===== src/rtl/sprite_anim_renderer.sv =====
// Animated sprite renderer: frame-sequencing FSM plus a 3-stage pixel pipeline
// that fetches palette indices from an external synchronous sprite ROM.
module sprite_anim_renderer #(
  parameter int SPRITE_W          = 64,
  parameter int SPRITE_H          = 96,
  parameter int NUM_FRAMES        = 4,
  parameter int FRAME_TICKS       = 6,
  parameter int INDEX_BITS        = 4,
  parameter int TRANSPARENT_INDEX = 0,
  parameter int ADDR_W            = 15,
  localparam int FRAME_W          = (NUM_FRAMES > 1) ? $clog2(NUM_FRAMES) : 1
) (
  input  logic                  vga_clk,
  input  logic                  reset,
  input  logic [9:0]            drawX,
  input  logic [9:0]            drawY,
  input  logic                  blank,
  input  logic [9:0]            sprite_x,
  input  logic [9:0]            sprite_y,
  input  logic                  flip,
  input  logic                  start,
  input  logic                  stop,
  input  logic                  loop,
  input  logic                  frame_tick,
  output logic [ADDR_W-1:0]     rom_address,
  input  logic [INDEX_BITS-1:0] rom_q,
  output logic [INDEX_BITS-1:0] pixel_index,
  output logic                  pixel_valid,
  output logic [FRAME_W-1:0]    frame_idx,
  output logic                  busy,
  output logic                  done
);

  localparam int TICK_W = (FRAME_TICKS > 1) ? $clog2(FRAME_TICKS) : 1;
  localparam logic [TICK_W-1:0]     LAST_TICK  = TICK_W'(FRAME_TICKS - 1);
  localparam logic [FRAME_W-1:0]    LAST_FRAME = FRAME_W'(NUM_FRAMES - 1);
  localparam logic [31:0]           W32        = 32'(SPRITE_W);
  localparam logic [31:0]           H32        = 32'(SPRITE_H);
  localparam logic [31:0]           FRAME_SIZE = 32'(SPRITE_W * SPRITE_H);
  localparam logic [INDEX_BITS-1:0] TRANSP     = INDEX_BITS'(TRANSPARENT_INDEX);

  typedef enum logic [1:0] {IDLE, PLAY, HOLD} state_t;

  state_t              state, state_next;
  logic [FRAME_W-1:0]  frame_next;
  logic [TICK_W-1:0]   tick_cnt, tick_next;
  logic                done_next;

  always_ff @(posedge vga_clk) begin
    if (reset) begin
      state     <= IDLE;
      frame_idx <= '0;
      tick_cnt  <= '0;
      done      <= 1'b0;
    end else begin
      state     <= state_next;
      frame_idx <= frame_next;
      tick_cnt  <= tick_next;
      done      <= done_next;
    end
  end

  // stop beats start, and start swallows a coincident frame_tick
  always_comb begin
    state_next = state;
    frame_next = frame_idx;
    tick_next  = tick_cnt;
    done_next  = 1'b0;
    if (stop) begin
      state_next = IDLE;
      frame_next = '0;
      tick_next  = '0;
    end else if (start) begin
      state_next = PLAY;
      frame_next = '0;
      tick_next  = '0;
    end else if (state == PLAY && frame_tick) begin
      if (tick_cnt == LAST_TICK) begin
        tick_next = '0;
        if (frame_idx == LAST_FRAME) begin
          if (loop) begin
            frame_next = '0;
          end else begin
            state_next = HOLD;
            done_next  = 1'b1;
          end
        end else begin
          frame_next = frame_idx + FRAME_W'(1);
        end
      end else begin
        tick_next = tick_cnt + TICK_W'(1);
      end
    end
  end

  always_comb begin
    busy = (state == PLAY);
  end

  logic [9:0]  dx, dy, col;
  logic        in_box;
  logic [31:0] addr_full;

  // drawX < sprite_x is checked explicitly so an underflowed dx never lands in the box
  always_comb begin
    dx        = drawX - sprite_x;
    dy        = drawY - sprite_y;
    in_box    = (drawX >= sprite_x) && ({22'd0, dx} < W32) &&
                (drawY >= sprite_y) && ({22'd0, dy} < H32);
    col       = flip ? (10'(SPRITE_W - 1) - dx) : dx;
    addr_full = 32'(frame_idx) * FRAME_SIZE + 32'(dy) * W32 + 32'(col);
  end

  logic inside_s1, blank_s1, inside_s2, blank_s2;

  always_ff @(posedge vga_clk) begin
    if (reset) begin
      rom_address <= '0;
      inside_s1   <= 1'b0;
      blank_s1    <= 1'b0;
      inside_s2   <= 1'b0;
      blank_s2    <= 1'b0;
      pixel_index <= '0;
      pixel_valid <= 1'b0;
    end else begin
      rom_address <= in_box ? addr_full[ADDR_W-1:0] : '0;
      inside_s1   <= in_box;
      blank_s1    <= blank;
      inside_s2   <= inside_s1;
      blank_s2    <= blank_s1;
      if (inside_s2 && blank_s2 && (rom_q != TRANSP)) begin
        pixel_index <= rom_q;
        pixel_valid <= 1'b1;
      end else begin
        pixel_index <= '0;
        pixel_valid <= 1'b0;
      end
    end
  end

endmodule


===== config.mk =====
export PLATFORM = sky130hd
export DESIGN_NAME = sprite_anim_renderer
export DESIGN_NICKNAME = d
export VERILOG_FILES = /design/src/rtl/sprite_anim_renderer.sv
export SDC_FILE = /design/constraint.sdc
export NUM_CORES = 1
export LEC_CHECK = 0
export CELL_PAD_IN_SITES_DETAIL_PLACEMENT = 1
export CELL_PAD_IN_SITES_GLOBAL_PLACEMENT = 1
export CORE_UTILIZATION = 35
export CTS_BUF_LIST = sky130_fd_sc_hd__clkbuf_16
export DETAILED_ROUTE_END_ITERATION = 10
export GPL_TIMING_DRIVEN = 1
export PLACE_DENSITY = 0.85
export SYNTH_ARGS = -nofsm -noshare
export SYNTH_HDL_FRONTEND = slang
export SYNTH_SLANG_ARGS = --single-unit

===== constraint.sdc =====
create_clock -name vga_clk -period 5.1 [get_ports vga_clk]
set_input_delay 0.765 -clock vga_clk [delete_from_list [all_inputs] [get_ports vga_clk]]
set_output_delay 0.765 -clock vga_clk [all_outputs]
set_load 0.02 [all_outputs]

==> results_tabular.tex, run 1 <==
\begin{tabular}{lr}
\hline
Metric & Value \\
\hline
\multicolumn{2}{l}{\textbf{Global routing}} \\
Global-route track usage on met2 & 32.6\% \\
Remaining global-route overflow & 0 \\
Number of global-route vias before repair & 2357 \\
Busiest metal layer after global routing & met2 \\
Total routing resource utilization after global routing & 17.3\% \\
Maximum number of pins on one net before global-route repair & 17 \\
Wire length of the first global-routing pass & 10.4 mm \\
Met1 layer usage reported by global route & 20.4\% \\
Number of antenna violations at the first check in global routing & 0 \\
Routing usage on met3 & 2.48\% \\
\multicolumn{2}{l}{\textbf{Synthesis}} \\
Post-synth ARST share & 0\% \\
Most used standard cell by instance count after synthesis & sky130\_fd\_sc\_hd\_\_inv\_1 \\
Sequential-to-total area share from yosys stat & 25.6\% \\
Most common flop cell mapped by yosys & sky130\_fd\_sc\_hd\_\_dfxtp\_1 \\
Post-synth design cell area & 2500 µm² \\
Avg Synthesized Cell Area & 8.37 µm² \\
Post-Synthesis Cells & 299 \\
Share of the synthesized area in the top cell type & 25.6\% \\
Synth area leader & sky130\_fd\_sc\_hd\_\_dfxtp\_1 \\
Cell types occupying the most area after synthesis & sky130\_fd\_sc\_hd\_\_dfxtp\_1 (26\%), sky130\_fd\_sc\_hd\_\_ha\_1 (15\%), sky130\_fd\_sc\_hd\_\_inv\_1 (5.2\%) \\
Number of unique standard cell types used by synthesis & 50 \\
Most frequent cells after synthesis & sky130\_fd\_sc\_hd\_\_inv\_1 (35), sky130\_fd\_sc\_hd\_\_dfxtp\_1 (32), sky130\_fd\_sc\_hd\_\_ha\_1 (31) \\
Flip-flop and latch count after synthesis & 32 \\
Post-synth net total & 385 \\
Post-synth EDFFs & 0 \\
Yosys Warn Count & 0 \\
\multicolumn{2}{l}{\textbf{Die}} \\
Die footprint & 7500 µm² \\
Floorplan die height & 86.6 µm \\
I/O pin total & 76 \\
Placeable core region & 6870 µm² \\
Die width & 86.6 µm \\
Num rows & 30 \\
Initial standard-cell utilization of the core & 36.4\% \\
\multicolumn{2}{l}{\textbf{STA}} \\
Maximum operating frequency & 0.217 GHz \\
Maximum clock skew at final layout & 0.00381 ns \\
TNS Setup & 0 ns \\
Min Tclk post-route & 4.62 ns \\
Final WS setup & 0.484 ns \\
Transition time of the tightest slew-check pin & 0.685 ns \\
Slew Limit Headroom & 54.3\% \\
Hold slack final & 0.451 ns \\
Hold Fails Final Rpt & 0 \\
Count of pins over their slew limit & 0 \\
Final period util & 90.5\% \\
\# setup viols final & 0 \\
RSZ-0062 raised after global routing & no \\
\multicolumn{2}{l}{\textbf{Clock tree}} \\
Post CTS Setup Buffer Count & 0 \\
Clock slew seen by the registers of the worst setup and hold paths & 0.05 ns \\
Number of H-tree levels & 2 \\
Root buffer selected by CTS & sky130\_fd\_sc\_hd\_\_clkbuf\_16 \\
Cts hold-fix bufs & 0 \\
Count of instances resized after the clock tree is built & 0 \\
Clock tree from TritonCTS & done \\
Insertion delay of the later-clocked pin in the worst-skew pair & 0.27 ns \\
Largest buffer count on any clock path & 2 \\
Number of buffers inserted during clock tree synthesis & 5 \\
Number of sinks on the clock net & 32 \\
\multicolumn{2}{l}{\textbf{Critical path}} \\
CP Data Required Time & 5.23 ns \\
Crit path arrival time & 4.74 ns \\
Max stage delay on crit path & 0.47 ns \\
Critical path startpoint category & input port \\
Endpoint kind of the worst setup timing path & flip-flop \\
Total buffers and inverters traversed by the critical path & 3 \\
Worst reg2reg path depth & 9 \\
Worst-path cell chain & clkdlybuf4s50\_1 -> inv\_1 -> ha\_1 -> fa\_1 -> nand3b\_1 -> a211oi\_1 -> a41oi\_1 -> o2111ai\_1 -> inv\_1 -> ha\_1 -> nand2\_1 -> o21ai\_0 -> fa\_1 -> a21o\_1 -> a21o\_1 -> nand4\_1 -> nor2b\_1 -> xor2\_1 -> nor3\_1 \\
Critical path depth in cells & 19 \\
Worst Path Max Fanout & 4 \\
Slowest CP cell & sky130\_fd\_sc\_hd\_\_clkdlybuf4s50\_1 \\
CP Class & in -> reg \\
Cell family with the largest share of critical-path delay & adder cells \\
\multicolumn{2}{l}{\textbf{Placement}} \\
Number of placed instances with taps included & 463 \\
HPWL Detailed & 5.15 mm \\
Routability Congestion & 0.802 \\
IO Port Bufs & 75 \\
Setup WS pre-CTS & 0.243 ns \\
\multicolumn{2}{l}{\textbf{Power}} \\
Worst IR Drop VDD & 0.111 mV \\
Overall Power & 844 µW \\
LEAKAGE & 1.44 nW \\
Power density normalized to cell area & 243 nW/µm² \\
\multicolumn{2}{l}{\textbf{Flow run}} \\
Maxcap violations & 0 \\
\multicolumn{2}{l}{\textbf{Drt}} \\
DR vias & 2302 \\
Post-route ant nets & 0 \\
Wirelength per Cell & 13.3 µm \\
Count of routing violations after the opening detailed-route iteration & 34 \\
Vias/cell & 4.89 \\
Aggregate routed wire length & 6.25 mm \\
Pre-antenna DRT Iters & 3 \\
Post-route DRC & 0 \\
\multicolumn{2}{l}{\textbf{Finish}} \\
Layout cells sized above 1 & 5.60\% \\
Number of non-filler instances in the completed layout & 471 \\
Register area & 641 µm² \\
Antenna cells & 0 \\
Number of fill cells in the layout & 806 \\
Area overhead of the layout relative to synthesis & 38.7\% \\
Area taken by multi-input logic gates & 1690 µm² \\
Number of nets in the finished design & 460 \\
\multicolumn{2}{l}{\textbf{Run status}} \\
Result of the run & complete, no violations \\
\multicolumn{2}{l}{\textbf{Min path}} \\
Hold Crit Depth & 1 \\
Hold Path Class & reg -> reg \\
\hline
\end{tabular}
[worst reg2reg max path, cell delays in order (launching register included)]
cell and delay [ns]:
sky130_fd_sc_hd__dfxtp_1 0.41, sky130_fd_sc_hd__inv_1 0.06, sky130_fd_sc_hd__ha_1 0.29, sky130_fd_sc_hd__inv_1 0.05
sky130_fd_sc_hd__ha_1 0.32, sky130_fd_sc_hd__or2_2 0.29, sky130_fd_sc_hd__a21oi_1 0.15, sky130_fd_sc_hd__a21oi_1 0.07
sky130_fd_sc_hd__xnor2_1 0.17, sky130_fd_sc_hd__nor3_1 0.07
[cell families after synthesis]
family                   share of synthesized area (%)
XOR/XNOR                                          8.40
adder cells (fa/ha/maj)                           17.9
AO/OA/AOI/OAI                                     16.0
multiplexers                                      1.65
buffers and inverters                             7.05
flip-flops                                        25.6
AND/OR/NAND/NOR                                   23.4
[metrics by stage]
stage | cell area [µm²] | utilization (%)
final | 3470 | 50.6
after global routing | 3470 | 50.6
after CTS | 3470 | 50.6
after detailed placement | 3340 | 48.6
after global placement | 3340 | 48.6
after floorplan | 2500 | -
[layout by cell type (no fill, tap or decap), drive strengths merged, types with 4 or more instances in the layout]
| cell type | synthesis | final |
|---|---|---|
| or3 | 5 | 5 |
| dfxtp | 32 | 32 |
| clkbuf | 3 | 5 |
| nand3 | 8 | 8 |
| a211oi | 5 | 5 |
| clkdlybuf4s50 | 0 | 75 |
| nor2 | 22 | 22 |
| nand2 | 15 | 15 |
| and2 | 5 | 5 |
| ha | 31 | 31 |
| nand2b | 4 | 4 |
| o21ai | 9 | 9 |
| a21o | 5 | 5 |
| nor3 | 21 | 21 |
| inv | 35 | 37 |
| a21oi | 21 | 21 |
| nor2b | 11 | 11 |
| xnor2 | 14 | 14 |
| xor2 | 10 | 10 |
[final cells by class]
cell class                 count  share of cell area, %
multi-input combinational    224                   48.6
timing repair buffer          76                   21.8
sequential                    32                   18.4
inverter                      35                   3.78
clock buffer                   5                   3.60
tap                           96                   3.46
clock inverter                 3                  0.324
[power by group]
group          internal (mW)  total, mW  switching [mW]
Clock                  0.175      0.276           0.101
Sequential             0.252      0.252        0.000612
Combinational          0.151      0.316           0.165
Total                  0.578      0.844           0.266
[sequential cells by signal, summed over array words and instances (netlist names)]
name,cells
pixel_index,4
tick_cnt,3
done,1
state,2
inside_s2,1
frame_idx,2
pixel_valid,1
inside_s1,1
rom_address,15
blank_s2,1
blank_s1,1
[worst paths after layout]
kind                           endpoint                 startpoint  slack, ns
min reg2reg         blank_s2$_SDFF_PP0_        blank_s1$_SDFF_PP0_       0.45
max          rom_address[12]$_SDFF_PP0_                   drawX[0]       0.48
min                 blank_s2$_SDFF_PP0_        blank_s1$_SDFF_PP0_       0.45
max reg2reg  rom_address[14]$_SDFF_PP0_  frame_idx[0]$_SDFFE_PP0P_       3.08
[metal layers]
layer  vias to the layer above  routed length, µm
met5                         -                  0
met4                         0                 50
met3                         5                183
met2                        45               3260
met1                      1068               2760
li1                       1184                  -
Power figures use the tool's default switching activity.
==> run 2: changes to the inputs <==
- CORE_MARGIN: unset -> 4
==> run 2 against run 1 <==
Effect of this change: count of clock-buffer cells in the layout is the same; maximum frequency grew 1.9%; core utilization grew 0.56 points; non-clock buffer count grew 1; die area grew 14%; critical path depth is the same; sequential share of layout area shrank 0.20 points; register-to-register slack gained 0.02 ns; via count grew 2.9%; global-route usage shrank 1.8 points; worst hold slack lost 0.0076 ns; final area grew 1.1%; largest cell class unchanged.
==> results_tabular.tex, run 2 (same netlist as run 1, synthesis figures left out) <==
\begin{tabular}{lr}
\hline
Metric & Value \\
\hline
\multicolumn{2}{l}{\textbf{Critical path}} \\
Worst reg2reg path depth & 9 (unchanged) \\
Worst Path Max Fanout & 4 (unchanged) \\
CP Class & in -> reg \\
Worst-path cell chain & clkdlybuf4s50\_1 -> inv\_1 -> ha\_1 -> fa\_1 -> nand3b\_1 -> a211oi\_1 -> a41oi\_1 -> o2111ai\_1 -> inv\_1 -> ha\_1 -> nand2\_1 -> o21ai\_0 -> ha\_1 -> a21oi\_1 -> o21ai\_0 -> o211ai\_1 -> o21ai\_0 -> xnor2\_1 -> nor3\_2 \\
Critical path startpoint category & input port \\
Slowest CP cell & sky130\_fd\_sc\_hd\_\_clkdlybuf4s50\_1 \\
Max stage delay on crit path & 0.45 ns (-0.02 ns) \\
CP Data Required Time & 5.23 ns (about the same) \\
Endpoint kind of the worst setup timing path & flip-flop \\
Crit path arrival time & 4.66 ns (-0.08 ns) \\
\multicolumn{2}{l}{\textbf{Global routing}} \\
Maximum number of pins on one net before global-route repair & 17 (unchanged) \\
Remaining global-route overflow & 0 (unchanged) \\
Met1 layer usage reported by global route & 17.2\% (-3.2 points) \\
Number of global-route vias before repair & 2398 (+1.7\%) \\
Routing usage on met3 & 2.03\% (-0.45 points) \\
Busiest metal layer after global routing & met2 \\
Number of antenna violations at the first check in global routing & 0 (unchanged) \\
Wire length of the first global-routing pass & 11.0 mm (+5.5\%) \\
Total routing resource utilization after global routing & 15.5\% (-1.8 points) \\
Global-route track usage on met2 & 30.5\% (-2.2 points) \\
\multicolumn{2}{l}{\textbf{Die}} \\
Placeable core region & 6870 µm² (unchanged) \\
Die width & 92.6 µm (+6.9\%) \\
I/O pin total & 76 (unchanged) \\
Initial standard-cell utilization of the core & 36.4\% (unchanged) \\
Num rows & 30 (unchanged) \\
Die footprint & 8570 µm² (+14\%) \\
Floorplan die height & 92.6 µm (+6.9\%) \\
\multicolumn{2}{l}{\textbf{Power}} \\
Register share of total power & 28.0\% (-1.9 points) \\
Power density normalized to cell area & 257 nW/µm² (+5.7\%) \\
Share of total power consumed by net switching & 30.0\% (-1.6 points) \\
Gate power share & 35.2\% (-2.2 points) \\
Worst IR Drop VDD & 0.132 mV (+19\%) \\
Clock network fraction of design power & 36.9\% (+4.2 points) \\
LEAKAGE & 1.46 nW (+0.75\%) \\
Overall Power & 902 µW (+6.9\%) \\
Cell internal power dissipation & 632 µW (+9.3\%) \\
Net switching power of the design & 270 µW (+1.5\%) \\
\multicolumn{2}{l}{\textbf{Finish}} \\
Area overhead of the layout relative to synthesis & 40.3\% \\
Number of fill cells in the layout & 851 (+5.6\%) \\
Number of nets in the finished design & 461 (+0.22\%) \\
Biggest registers after layout & rom\_address x15, pixel\_index x4, tick\_cnt x3 \\
Antenna cells & 0 (unchanged) \\
Layout cells sized above 1 & 6.65\% (+1.0 points) \\
Most frequent cells in the layout & sky130\_fd\_sc\_hd\_\_clkdlybuf4s50\_1 (75), sky130\_fd\_sc\_hd\_\_inv\_1 (35), sky130\_fd\_sc\_hd\_\_dfxtp\_1 (32) \\
Register with the most flip-flops & rom\_address \\
Design Area, Final & 3510 µm² (+1.1\%) \\
Register area & 641 µm² (unchanged) \\
Commonest non-fill, non-tap cell in the layout & sky130\_fd\_sc\_hd\_\_clkdlybuf4s50\_1 \\
Flip-flop count of the largest register, all copies and words added & 15 (unchanged) \\
Area taken by multi-input logic gates & 1690 µm² (unchanged) \\
\multicolumn{2}{l}{\textbf{Placement}} \\
Placed Area & 3340 µm² (+0.23\%) \\
Routability Congestion & 0.770 (-4.0\%) \\
Setup WS pre-CTS & 0.308 ns (+0.0651 ns) \\
HPWL Detailed & 5.48 mm (+6.4\%) \\
IO Port Bufs & 75 (unchanged) \\
\multicolumn{2}{l}{\textbf{STA}} \\
Slew Limit Headroom & 53.1\% (-1.2 points) \\
RSZ-0062 raised after global routing & no \\
Count of pins over their slew limit & 0 (unchanged) \\
TNS Setup & 0 ns (unchanged) \\
Hold Fails Final Rpt & 0 (unchanged) \\
Min Tclk post-route & 4.53 ns (-0.0852 ns) \\
Maximum clock skew at final layout & 0.00195 ns (-0.00186 ns) \\
Transition time of the tightest slew-check pin & 0.703 ns (+0.0176 ns) \\
Maximum operating frequency & 0.221 GHz (+1.9\%) \\
Final WS setup & 0.570 ns (+0.0852 ns) \\
Final period util & 88.8\% (-1.7 points) \\
\# setup viols final & 0 (unchanged) \\
\multicolumn{2}{l}{\textbf{Clock tree}} \\
Number of H-tree levels & 2 (unchanged) \\
Cts hold-fix bufs & 0 (unchanged) \\
Post CTS Setup Buffer Count & 0 (unchanged) \\
Clock tree from TritonCTS & done \\
Insertion delay of the later-clocked pin in the worst-skew pair & 0.27 ns (about the same) \\
Count of instances resized after the clock tree is built & 0 (unchanged) \\
Root buffer selected by CTS & sky130\_fd\_sc\_hd\_\_clkbuf\_16 \\
Number of sinks on the clock net & 32 (unchanged) \\
Clock slew seen by the registers of the worst setup and hold paths & 0.05 ns (about the same) \\
Largest buffer count on any clock path & 2 (unchanged) \\
Number of buffers inserted during clock tree synthesis & 5 (unchanged) \\
\multicolumn{2}{l}{\textbf{Min path}} \\
Hold Path Class & reg -> reg \\
Hold Crit Depth & 1 (unchanged) \\
\multicolumn{2}{l}{\textbf{Drt}} \\
Post-route DRC & 0 (unchanged) \\
Count of routing violations after the opening detailed-route iteration & 32 (-5.9\%) \\
Vias/cell & 5.02 (+2.6\%) \\
Aggregate routed wire length & 6.55 mm (+4.8\%) \\
Wirelength per Cell & 13.9 µm (+4.5\%) \\
DR vias & 2368 (+2.9\%) \\
Post-route ant nets & 0 (unchanged) \\
Pre-antenna DRT Iters & 4 (+1) \\
\multicolumn{2}{l}{\textbf{Run status}} \\
Result of the run & complete, no violations \\
\multicolumn{2}{l}{\textbf{Flow run}} \\
Maxcap violations & 0 (unchanged) \\
\hline
\end{tabular}
[run 2: cell types whose count changed in the layout (fill, tap and decap cells not counted)]
cell	change
sky130_fd_sc_hd__buf_4	+1
sky130_fd_sc_hd__bufinv_16	+1
sky130_fd_sc_hd__clkinv_1	-1
sky130_fd_sc_hd__clkinv_2	+1
sky130_fd_sc_hd__clkinvlp_4	+1
sky130_fd_sc_hd__inv_1	-2
[run 2: area by class of cell]
class / count / area share (%)
clock inverters: 3 / 1.21
flip-flops and latches: 32 / 18.2
well taps: 96 / 3.42
repair buffers: 77 / 21.8
clock buffers: 5 / 3.56
inverters: 35 / 3.74
multi-input cells: 224 / 48.0
[run 2: final timing paths]
path / from / to / slack, ns
max: drawX[0] / rom_address[13]$_SDFF_PP0_ / 0.57
min: inside_s1$_SDFF_PP0_ / inside_s2$_SDFF_PP0_ / 0.44
max reg2reg: frame_idx[0]$_SDFFE_PP0P_ / rom_address[14]$_SDFF_PP0_ / 3.10
min reg2reg: inside_s1$_SDFF_PP0_ / inside_s2$_SDFF_PP0_ / 0.44
[run 2: critical path, delay by kind of cell]
kind            cells  cell delay, ns
compound gates      8            1.47
xor+xnor            1            0.20
fa+ha+maj           4            1.24
buf+inv             3            0.61
simple gates        3            0.36
[run 2: per-stage QoR]
step,utilization (%),std cells,hold slack (ns)
global route,51.1,472,0.465
CTS,51.1,472,0.451
floorplan,-,299,0.414
global placement,48.7,464,0.418
detailed placement,48.7,464,0.441
finish,51.1,472,0.443
[run 2: layer usage]
| layer | vias up | share of wire, % |
|---|---|---|
| li1 | 1188 | - |
| met1 | 1121 | 41 |
| met2 | 50 | 54 |
| met3 | 9 | 3.8 |
| met4 | 0 | 1.3 |
| met5 | - | 0 |
[run 2: power by group through the flow]
stage / logic [mW] / clock network, mW / registers (mW)
after floorplan: 0.225 / 0 / 0.257
after global placement: 0.302 / 0 / 0.257
after detailed placement: 0.316 / 0 / 0.257
after CTS: 0.320 / 0.339 / 0.252
after global routing: 0.356 / 0.352 / 0.252
final: 0.317 / 0.333 / 0.252
==> run 3: changes to the inputs <==
- SLEW_MARGIN: unset -> 20
==> results of run 3 <==
The final DEF is identical to that of run 2; final timing and power are the same.
